**src/rtl/ddr5_cmd_responder.sv**
```systemverilog
// Device-side DDR5 command bus responder: reassembles two-cycle commands,
// tracks per-bank state and timing, reports violations and returns
// read/write completions after CL/CWL.
module ddr5_cmd_responder #(
  parameter int unsigned BG_BITS  = 3,
  parameter int unsigned BA_BITS  = 2,
  parameter int unsigned ROW_BITS = 16,
  parameter int unsigned COL_BITS = 10,
  parameter int unsigned T_RCD    = 39,
  parameter int unsigned T_RP     = 39,
  parameter int unsigned T_CL     = 40,
  parameter int unsigned T_CWL    = 38,
  parameter int unsigned T_RFC    = 295
) (
  input  logic                                            clock,
  input  logic                                            reset,
  input  logic                                            cmd_valid,
  input  logic [2:0]                                      cmd,
  input  logic [BG_BITS-1:0]                              cmd_bg,
  input  logic [BA_BITS-1:0]                              cmd_bank,
  input  logic [ROW_BITS-1:0]                             cmd_row,
  input  logic [COL_BITS-1:0]                             cmd_col,
  output logic                                            rd_valid,
  output logic [BG_BITS+BA_BITS+ROW_BITS+COL_BITS-1:0]    rd_addr,
  output logic                                            wr_done,
  output logic [BG_BITS+BA_BITS+ROW_BITS+COL_BITS-1:0]    wr_addr,
  output logic                                            err_valid,
  output logic [2:0]                                      err_code,
  output logic                                            busy,
  output logic [(32'd1 << (BG_BITS+BA_BITS))-1:0]         open_mask
);

  localparam int unsigned BANK_BITS = BG_BITS + BA_BITS;
  localparam int unsigned NUM_BANKS = 32'd1 << BANK_BITS;
  localparam int unsigned ADDR_W    = BANK_BITS + ROW_BITS + COL_BITS;
  localparam int unsigned T_MAX     = (T_RCD > T_RP) ? T_RCD : T_RP;
  localparam int unsigned TMR_W     = $clog2(T_MAX + 1);
  localparam int unsigned RFC_W     = $clog2(T_RFC + 1);

  localparam logic [2:0] CMD_ACT0 = 3'd0;
  localparam logic [2:0] CMD_ACT1 = 3'd1;
  localparam logic [2:0] CMD_RD0  = 3'd2;
  localparam logic [2:0] CMD_RD1  = 3'd3;
  localparam logic [2:0] CMD_WR1  = 3'd5;
  localparam logic [2:0] CMD_PRE  = 3'd6;
  localparam logic [2:0] CMD_REF  = 3'd7;

  localparam logic [2:0] ERR_NONE     = 3'd0;
  localparam logic [2:0] ERR_SEQ      = 3'd1;
  localparam logic [2:0] ERR_OPEN     = 3'd2;
  localparam logic [2:0] ERR_CLOSED   = 3'd3;
  localparam logic [2:0] ERR_TRCD     = 3'd4;
  localparam logic [2:0] ERR_TRP      = 3'd5;
  localparam logic [2:0] ERR_REF_OPEN = 3'd6;
  localparam logic [2:0] ERR_BUSY     = 3'd7;

  typedef enum logic {ST_IDLE, ST_HALF} state_t;

  state_t                state;
  logic [2:0]            pend_cmd;
  logic [BANK_BITS-1:0]  pend_bank;
  logic [ROW_BITS-1:0]   pend_row;
  logic [COL_BITS-1:0]   pend_col;

  logic [ROW_BITS-1:0]   row_q [NUM_BANKS];
  logic [TMR_W-1:0]      tmr_q [NUM_BANKS];
  logic [RFC_W-1:0]      rfc_cnt;

  logic [T_CL-1:0]       rd_pipe_v;
  logic [ADDR_W-1:0]     rd_pipe_a [T_CL];
  logic [T_CWL-1:0]      wr_pipe_v;
  logic [ADDR_W-1:0]     wr_pipe_a [T_CWL];

  logic [BANK_BITS-1:0]  cur_bank;
  logic [2:0]            err_c;
  logic                  latch_go;
  logic                  act_go;
  logic                  rd_go;
  logic                  wr_go;
  logic                  pre_go;
  logic                  ref_go;
  logic [ADDR_W-1:0]     cmp_addr;

  // Decide what the command on the bus does this cycle (effect or violation)
  always_comb begin
    err_c    = ERR_NONE;
    latch_go = 1'b0;
    act_go   = 1'b0;
    rd_go    = 1'b0;
    wr_go    = 1'b0;
    pre_go   = 1'b0;
    ref_go   = 1'b0;
    cur_bank = {cmd_bg, cmd_bank};
    cmp_addr = {pend_bank, row_q[pend_bank], pend_col};
    if (state == ST_IDLE) begin
      if (cmd_valid) begin
        if (cmd == CMD_ACT1 || cmd == CMD_RD1 || cmd == CMD_WR1) begin
          err_c = ERR_SEQ;
        end else if (busy) begin
          err_c = ERR_BUSY;
        end else if (cmd == CMD_PRE) begin
          // PRE to a closed bank is a silent no-op that keeps its tRP timer
          pre_go = open_mask[cur_bank];
        end else if (cmd == CMD_REF) begin
          if (|open_mask) err_c = ERR_REF_OPEN;
          else            ref_go = 1'b1;
        end else begin
          latch_go = 1'b1;
        end
      end
    end else begin
      if (!cmd_valid || cmd != 3'(pend_cmd + 3'd1)) begin
        err_c = ERR_SEQ;
      end else if (pend_cmd == CMD_ACT0) begin
        if (open_mask[pend_bank])                      err_c = ERR_OPEN;
        else if (tmr_q[pend_bank] < TMR_W'(T_RP))      err_c = ERR_TRP;
        else                                           act_go = 1'b1;
      end else begin
        if (!open_mask[pend_bank])                     err_c = ERR_CLOSED;
        else if (tmr_q[pend_bank] < TMR_W'(T_RCD))     err_c = ERR_TRCD;
        else if (pend_cmd == CMD_RD0)                  rd_go = 1'b1;
        else                                           wr_go = 1'b1;
      end
    end
  end

  // Decode FSM: hold the first half of a two-cycle command
  always_ff @(posedge clock or posedge reset) begin
    if (reset) begin
      state     <= ST_IDLE;
      pend_cmd  <= 3'd0;
      pend_bank <= '0;
      pend_row  <= '0;
      pend_col  <= '0;
    end else begin
      case (state)
        ST_IDLE: begin
          if (latch_go) begin
            state     <= ST_HALF;
            pend_cmd  <= cmd;
            pend_bank <= cur_bank;
            pend_row  <= cmd_row;
            pend_col  <= cmd_col;
          end
        end
        default: state <= ST_IDLE;
      endcase
    end
  end

  // Per-bank open state, open row and saturating cycles-since-ACT/PRE timer
  always_ff @(posedge clock or posedge reset) begin
    if (reset) begin
      open_mask <= '0;
      for (int b = 0; b < NUM_BANKS; b++) begin
        row_q[b] <= '0;
        tmr_q[b] <= TMR_W'(T_MAX);
      end
    end else begin
      for (int b = 0; b < NUM_BANKS; b++) begin
        if ((act_go && pend_bank == BANK_BITS'(b)) || (pre_go && cur_bank == BANK_BITS'(b)))
          tmr_q[b] <= TMR_W'(1);
        else if (tmr_q[b] != TMR_W'(T_MAX))
          tmr_q[b] <= tmr_q[b] + TMR_W'(1);
      end
      if (act_go) begin
        open_mask[pend_bank] <= 1'b1;
        row_q[pend_bank]     <= pend_row;
      end
      if (pre_go) open_mask[cur_bank] <= 1'b0;
    end
  end

  // Refresh window: busy for T_RFC cycles after an accepted REF
  always_ff @(posedge clock or posedge reset) begin
    if (reset) begin
      busy    <= 1'b0;
      rfc_cnt <= '0;
    end else if (ref_go) begin
      busy    <= 1'b1;
      rfc_cnt <= RFC_W'(T_RFC - 1);
    end else if (busy) begin
      if (rfc_cnt == '0) busy <= 1'b0;
      else               rfc_cnt <= rfc_cnt - RFC_W'(1);
    end
  end

  // Violation report, one pulse per offending cycle
  always_ff @(posedge clock or posedge reset) begin
    if (reset) begin
      err_valid <= 1'b0;
      err_code  <= 3'd0;
    end else begin
      err_valid <= (err_c != ERR_NONE);
      err_code  <= err_c;
    end
  end

  // Read completion delay line, one slot per cycle of CL
  always_ff @(posedge clock or posedge reset) begin
    if (reset) begin
      rd_pipe_v <= '0;
      for (int i = 0; i < T_CL; i++) rd_pipe_a[i] <= '0;
      rd_valid  <= 1'b0;
      rd_addr   <= '0;
    end else begin
      rd_pipe_v    <= {rd_pipe_v[T_CL-2:0], rd_go};
      rd_pipe_a[0] <= cmp_addr;
      for (int i = 1; i < T_CL; i++) rd_pipe_a[i] <= rd_pipe_a[i-1];
      rd_valid     <= rd_pipe_v[T_CL-1];
      rd_addr      <= rd_pipe_v[T_CL-1] ? rd_pipe_a[T_CL-1] : '0;
    end
  end

  // Write completion delay line, one slot per cycle of CWL
  always_ff @(posedge clock or posedge reset) begin
    if (reset) begin
      wr_pipe_v <= '0;
      for (int i = 0; i < T_CWL; i++) wr_pipe_a[i] <= '0;
      wr_done   <= 1'b0;
      wr_addr   <= '0;
    end else begin
      wr_pipe_v    <= {wr_pipe_v[T_CWL-2:0], wr_go};
      wr_pipe_a[0] <= cmp_addr;
      for (int i = 1; i < T_CWL; i++) wr_pipe_a[i] <= wr_pipe_a[i-1];
      wr_done      <= wr_pipe_v[T_CWL-1];
      wr_addr      <= wr_pipe_v[T_CWL-1] ? wr_pipe_a[T_CWL-1] : '0;
    end
  end

endmodule

```
**config.mk**
```make
export PLATFORM = sky130hd
export DESIGN_NAME = ddr5_cmd_responder
export DESIGN_NICKNAME = d
export VERILOG_FILES = /design/src/rtl/ddr5_cmd_responder.sv
export SDC_FILE = /design/constraint.sdc
export NUM_CORES = 2
export LEC_CHECK = 0
export BUFFER_PORTS_ARGS = -buffer_cell sky130_fd_sc_hd__buf_2
export CAP_MARGIN = 5
export CELL_PAD_IN_SITES_DETAIL_PLACEMENT = 2
export CELL_PAD_IN_SITES_GLOBAL_PLACEMENT = 2
export CORE_MARGIN = 2
export CORE_UTILIZATION = 29
export CTS_CLUSTER_DIAMETER = 150
export DETAILED_ROUTE_END_ITERATION = 8
export PLACE_DENSITY_LB_ADDON = 0.3
export RECOVER_POWER = 25
export SETUP_SLACK_MARGIN = 0.4
export SYNTH_ARGS = -nofsm -noshare
export SYNTH_HDL_FRONTEND = slang
export SYNTH_SLANG_ARGS = --single-unit
```
**constraint.sdc**
```tcl
create_clock -name clock -period 101.9 [get_ports clock]
set_input_delay 20.38 -clock clock [delete_from_list [all_inputs] [get_ports clock]]
set_output_delay 20.38 -clock clock [all_outputs]
set_load 0.005 [all_outputs]
```
[Word level (Yosys, flattened, before mapping)]
Cells that the tools add are included.
Cells by class
  add/sub/neg operators: 34
  $lt $le $gt $ge: 7
  eq/ne operators: 102
  multiplexer cells: 141
  bitwise operators: 5
  reductions and logical operators: 144
Operators with widths (count)
  512-bit bitwise mux: 1
  6-bit 2-to-1 mux: 66
  6-bit by 1-bit adder with 6-bit output, second input constant: 32
  6-bit != test, second input constant: 32
  5-bit equality test, second input constant: 32
  16-bit binary-select mux with 5-bit select: 1
  16-bit demux with 5-bit select: 1
  5-bit by 4-bit equality test with 1-bit output, second input constant: 16
  1-bit logical AND: 67
  2-bit nonzero test: 33
  32-bit 2-to-1 mux: 2
  31-bit 2-to-1 mux: 2
  16-bit 2-to-1 mux: 3
  1-bit 2-to-1 mux: 44
  5-bit by 3-bit equality test with 1-bit output, second input constant: 8
  3-bit 2-to-1 mux: 13
  1-bit logical OR: 35
  32-bit bitwise AND: 1
  32-bit NOT: 1
  32-bit OR: 1
  32-bit OR reduction: 1
  6-bit binary-select mux with 5-bit select: 1
  9-bit 2-to-1 mux: 3
  5-bit by 2-bit equality test with 1-bit output, second input constant: 4
  23 further kinds: 33
Storage, ports and cells
  flip-flop bits (word level): 2167
  input port bits: 37
  word-level logic and storage cells: 553

[Longest topological paths before layout]
  depth in word-level cells: 13
  depth in mapped cells: 13
  gate-level depth less buffers: 9

[Worst setup path after synthesis]
Ideal clock, no wire load.
  path type: input port to flip-flop
  start point: in cmd_bank[0]
  end point: reg tmr_q[72] in the netlist's numbering
  setup time: 0.088 ns
  arrival: 22.915 ns
  slack: 78.897 ns
  cell stages on the path: 9
  buffers on the path: 3
  cells stage by stage: clkbuf_1 > clkbuf_1 > mux4_2 > mux4_2 > nand3_1 > nor3_1 > and2_1 > buf_1 > or3_1
On the way
  cells in the longest elaborated chain, start to end: 10
  elaborated cells on any way between the ends: 12
  those cells by class: eq/ne (1); mux (8); reduce/logical (3)
RTL lines
  start, declared: line 20  | input logic [BA_BITS-1:0] cmd_bank,
  1-bit binary-select mux with 5-bit select: line 103  | pre_go = open_mask[cur_bank];
  1-bit 2-to-1 mux (not written as such): line 103
  1-bit 2-to-1 mux: line 101  | end else if (cmd == CMD_PRE) begin
  1-bit 2-to-1 mux: line 99  | end else if (busy) begin
  1-bit 2-to-1 mux: line 97  | if (cmd == CMD_ACT1 || cmd == CMD_RD1 || cmd == CMD_WR1) begin
  1-bit 2-to-1 mux: line 96  | if (cmd_valid) begin
  1-bit 2-to-1 mux: line 95  | if (state == ST_IDLE) begin
  1-bit logical AND *: line 161  | if ((act_go && pend_bank == BANK_BITS'(b)) || (pre_go && cur_bank == BANK_BITS'(b)))
  1-bit logical OR *: line 161
  6-bit 2-to-1 mux / 2-bit nonzero test (equally long branches)
  end signal, assigned by index: line 157  | tmr_q[b] <= TMR_W'(T_MAX);
  end signal, assigned by index: line 164  | tmr_q[b] <= tmr_q[b] + TMR_W'(1);
  end, declared: line 66  | logic [TMR_W-1:0] tmr_q [NUM_BANKS];
Mark *: on every way between the ends. The rest lies on a longest branch, timed or not. The select of a mux whose other input is x is not followed.
A chain may end at the register's enable or synchronous reset.

==> results.py <==
metrics = {
    "setup_path": {
        "path_cells": "buf_2 -> inv_8 -> buf_4 -> buf_4 -> buf_4 -> buf_4 -> buf_4 -> buf_4",
        "path_class": "input pin to asynchronous set/reset pin",
        "slowest_delay_ns": 0.81,
        "path_common_cell": "buf_4",
        "path_delay_family": "buffers and inverters",
        "worst-endpoint-arrival_ns": 25.64,
        "worstPathRequired_ns": 102.70,
        "path_buf_inv": 8,
        "reg2reg_slack_ns": 95.69,
        "cpMaxStageDelayCell": "buf_4",
        "crit_fanout": 109,
        "end_kind": "asynchronous set/reset pin",
        "critPathLaunchType": "input pin",
    },
    "sta": {
        "fin_crit_ns": 24.85,
        "whs_ns": 0.2840,
        "fin_crit_sh_pct": 24.38,
        "timing.fmax_ghz": 0.04025,
        "maxSlewViolCount": 0,
        "max_slew.worst_pin.slew_ns": 1.340,
        "relSlewSlack_pct": 9.994,
        "setup_viol": 0,
        "rsz0062_at_grt": "false",
        "hold_viol_final": 0,
        "fin_setup_tns_ns": 0,
        "fin_skew_ns": 0.09993,
    },
    "clocking": {
        "cts.clk_slew.worst_paths_ns": 0.06,
        "clk_latency_ns": 0.89,
        "htreeDepth": 4,
        "cts_sinks": 2167,
        "cts_buffer_depth": 3,
        "cts-root-buf": "clkbuf_16",
        "post-cts-setup-buffers": 0,
        "numCtsBuffers": 228,
        "ctsResizeCount": 0,
        "tritoncts": "yes",
        "cts_hold_buf": 0,
    },
    "power_and_ir_drop": {
        "comb_power_share_pct": 8.8,
        "power_frac_clock_pct": 42.8,
        "power_switching_mw": 0.4972,
        "p_int_mw": 1.513,
        "p_leak_nw": 41.78,
        "switching_share_pct": 24.74,
        "peakVddDrop_mv": 0.01804,
        "seqPwrFrac_pct": 48.4,
        "p_per_area_nw_per_um2": 23.32,
    },
    "floorplan": {
        "initial_core_util_pct": 29.18,
        "die_area_um2": 257200,
        "core_area_um2": 251600,
        "die_h_um": 507.2,
        "num_io_pins": 138,
        "rows": 184,
        "die_x_um": 507.2,
    },
    "finish": {
        "final_common_cell": "dfrtp_1",
        "fin_util_pct": 34.26,
        "fill_cells": 24760,
        "fin_cells": 8059,
        "drive_gt1_share_pct": 25.69,
        "nNetsFinal": 4590,
        "area_delta_synth_final_pct": 17.40,
        "layout_common_cells": "2036 x dfrtp_1, 302 x mux2_1, 231 x mux2_2, 229 x clkbuf_16, 205 x mux4_2",
    },
    "global_route": {
        "antenna_found_initial": 5,
        "gr-total-overflow": 0,
        "grt_pass1_wl_mm": 263.0,
        "grt_use_total_pct": 13.31,
        "first_global_vias": 41180,
        "grt_max_degree": 184,
    },
    "routing": {
        "drt_iter0_drc": 1690,
        "drt-total-wl_mm": 166.2,
        "route.detailed.drc": 0,
        "viasPerCell": 4.452,
        "vias": 35880,
        "drtAntennaViolNets": 0,
        "firstDrtPassIters": 5,
        "wire_per_inst_um": 20.62,
    },
    "hold_path": {
        "min-delay-path-class": "flip-flop to flip-flop",
    },
    "logic_synthesis": {
        "ys_ff_latch": 2167,
        "syn-instance-count": 4257,
        "synth_top_area_cell": "dfrtp_1",
        "ys_types": 52,
        "synthFlopType": "dfrtp_1",
        "yosys_warnings": 0,
        "synth_seq_area_share_pct": 74.07,
        "synth_top_area_share_pct": 69.49,
        "synth-edff-count": 0,
        "syn_area_um2": 73420,
        "syn-num-nets": 4331,
        "async_flop_share_pct": 100.0,
        "synth.avg_cell_area_um2": 17.25,
        "netlist_top_cells_area": "dfrtp_1 69%, mux4_2 6.3%, mux2_1 4.6%",
    },
    "placement": {
        "dpl.hpwl_mm": 95.68,
        "place_inst": 7634,
        "port_buffers": 137,
        "gp_congestion": 0.7502,
    },
    "status": {
        "status": "finished clean",
    },
    "job": {
        "maxCapViolCount": 0,
    },
}
[cells by family after synthesis]
| kind of cell | share of synthesized area (%) |
|---|---|
| xor gates and xnor gates | 1.682 |
| AOI/OAI and AO/OA | 1.552 |
| adders and majority gates | 0.6305 |
| muxes | 15.21 |
| DFF | 74.07 |
| buffers and inverters | 1.310 |
| and+or+nand+nor | 5.540 |
[routing by layer]
layer	vias up	track usage, %	wire (um)
li1	15300	-	-
met1	19810	18.37	75970
met2	494	21.50	80020
met3	277	2.309	5724
met4	0	3.976	4461
met5	-	0	0
[Yosys cell counts, drive strengths merged, types with 5 or more instances]
| library cell | instances |
|---|---|
| nor2b | 13 |
| mux4 | 205 |
| mux2 | 533 |
| mux2i | 55 |
| nand2 | 198 |
| o21a | 27 |
| a21oi | 12 |
| nor4 | 54 |
| ha | 37 |
| dfrtp | 2039 |
| clkbuf | 94 |
| xnor2 | 53 |
| o41ai | 21 |
| o21ai | 35 |
| o211ai | 5 |
| nand3 | 102 |
| a22oi | 16 |
| nand4 | 6 |
| dfstp | 128 |
| and2 | 72 |
| or3 | 18 |
| and3 | 32 |
| inv | 18 |
| a2bb2oi | 5 |
| nand2b | 28 |
| nor2 | 162 |
| buf | 98 |
| a211oi | 10 |
| xor2 | 88 |
| nor3 | 74 |
[worst register-to-register path: stages (launching register included)]
cell      delay [ns]
dfrtp_4         0.91
buf_4           0.85
mux2i_1         0.37
a221oi_1        0.48
a22oi_1         0.16
a211oi_1        0.78
o41ai_4         0.18
buf_4           0.31
nor4_4          1.18
buf_4           0.44
mux2_1          0.36
[worst paths after layout]
path                                            endpoint                      from  cells after the start
worst max-delay path              tmr_q[166]$_DFFE_PP0P_                     reset                      8
worst min-delay path            wr_pipe_a[842]$_DFF_PP0_  wr_pipe_a[873]$_DFF_PP0_                      0
worst max register to register     row_q[98]$_DFFE_PP0P_  pend_bank[1]$_DFFE_PP0P_                     10
worst min register to register  wr_pipe_a[842]$_DFF_PP0_  wr_pipe_a[873]$_DFF_PP0_                      0
max in group clock                 row_q[98]$_DFFE_PP0P_                    cmd[0]                     10
min in group asynchronous             rd_valid$_DFF_PP0_                     reset                      2
[sequential cells by signal (all words and copies together) (netlist names)]
signal / cells
wr_pipe_a: 1178
rd_valid: 1
pend_row: 16
wr_done: 1
pend_cmd: 3
row_q: 512
err_valid: 1
wr_pipe_v: 38
busy: 1
err_code: 3
tmr_q: 192
rd_addr: 31
wr_addr: 31
open_mask: 32
pend_bank: 5
rd_pipe_a: 62
state: 1
pend_col: 10
rd_pipe_v: 40
rfc_cnt: 9
[through the flow]
stage / cell area (um^2) / power (mW) / setup slack (ns)
final: 86200 / 2.010 / 77.05
after global placement: 78230 / 1.157 / 76.07
after detailed placement: 78230 / 1.169 / 75.89
after global routing: 86190 / 2.116 / 76.26
after CTS: 86180 / 2.052 / 76.81
after floorplan: 73420 / 1.113 / 20.51
[area by class of cell]
cell class	instances	area (um^2)	share of cell area, %
sequential	2167	54400	63.11
multi-input combinational	1880	18210	21.12
clock buffer	330	6560	7.611
tap	3348	4189	4.860
clock inverter	90	1398	1.621
timing repair buffer	221	1354	1.571
inverter	18	77.57	0.09000
antenna	5	12.51	0.01452
[power by group through the flow]
| stage | clock network [mW] | registers (mW) | logic [mW] |
|---|---|---|---|
| after floorplan | 0 | 0.974 | 0.139 |
| after global placement | 0 | 0.986 | 0.171 |
| after detailed placement | 0 | 0.989 | 0.180 |
| after CTS | 0.896 | 0.974 | 0.181 |
| after global routing | 0.931 | 0.981 | 0.204 |
| final | 0.860 | 0.973 | 0.177 |
Power figures use the tool's default switching activity.
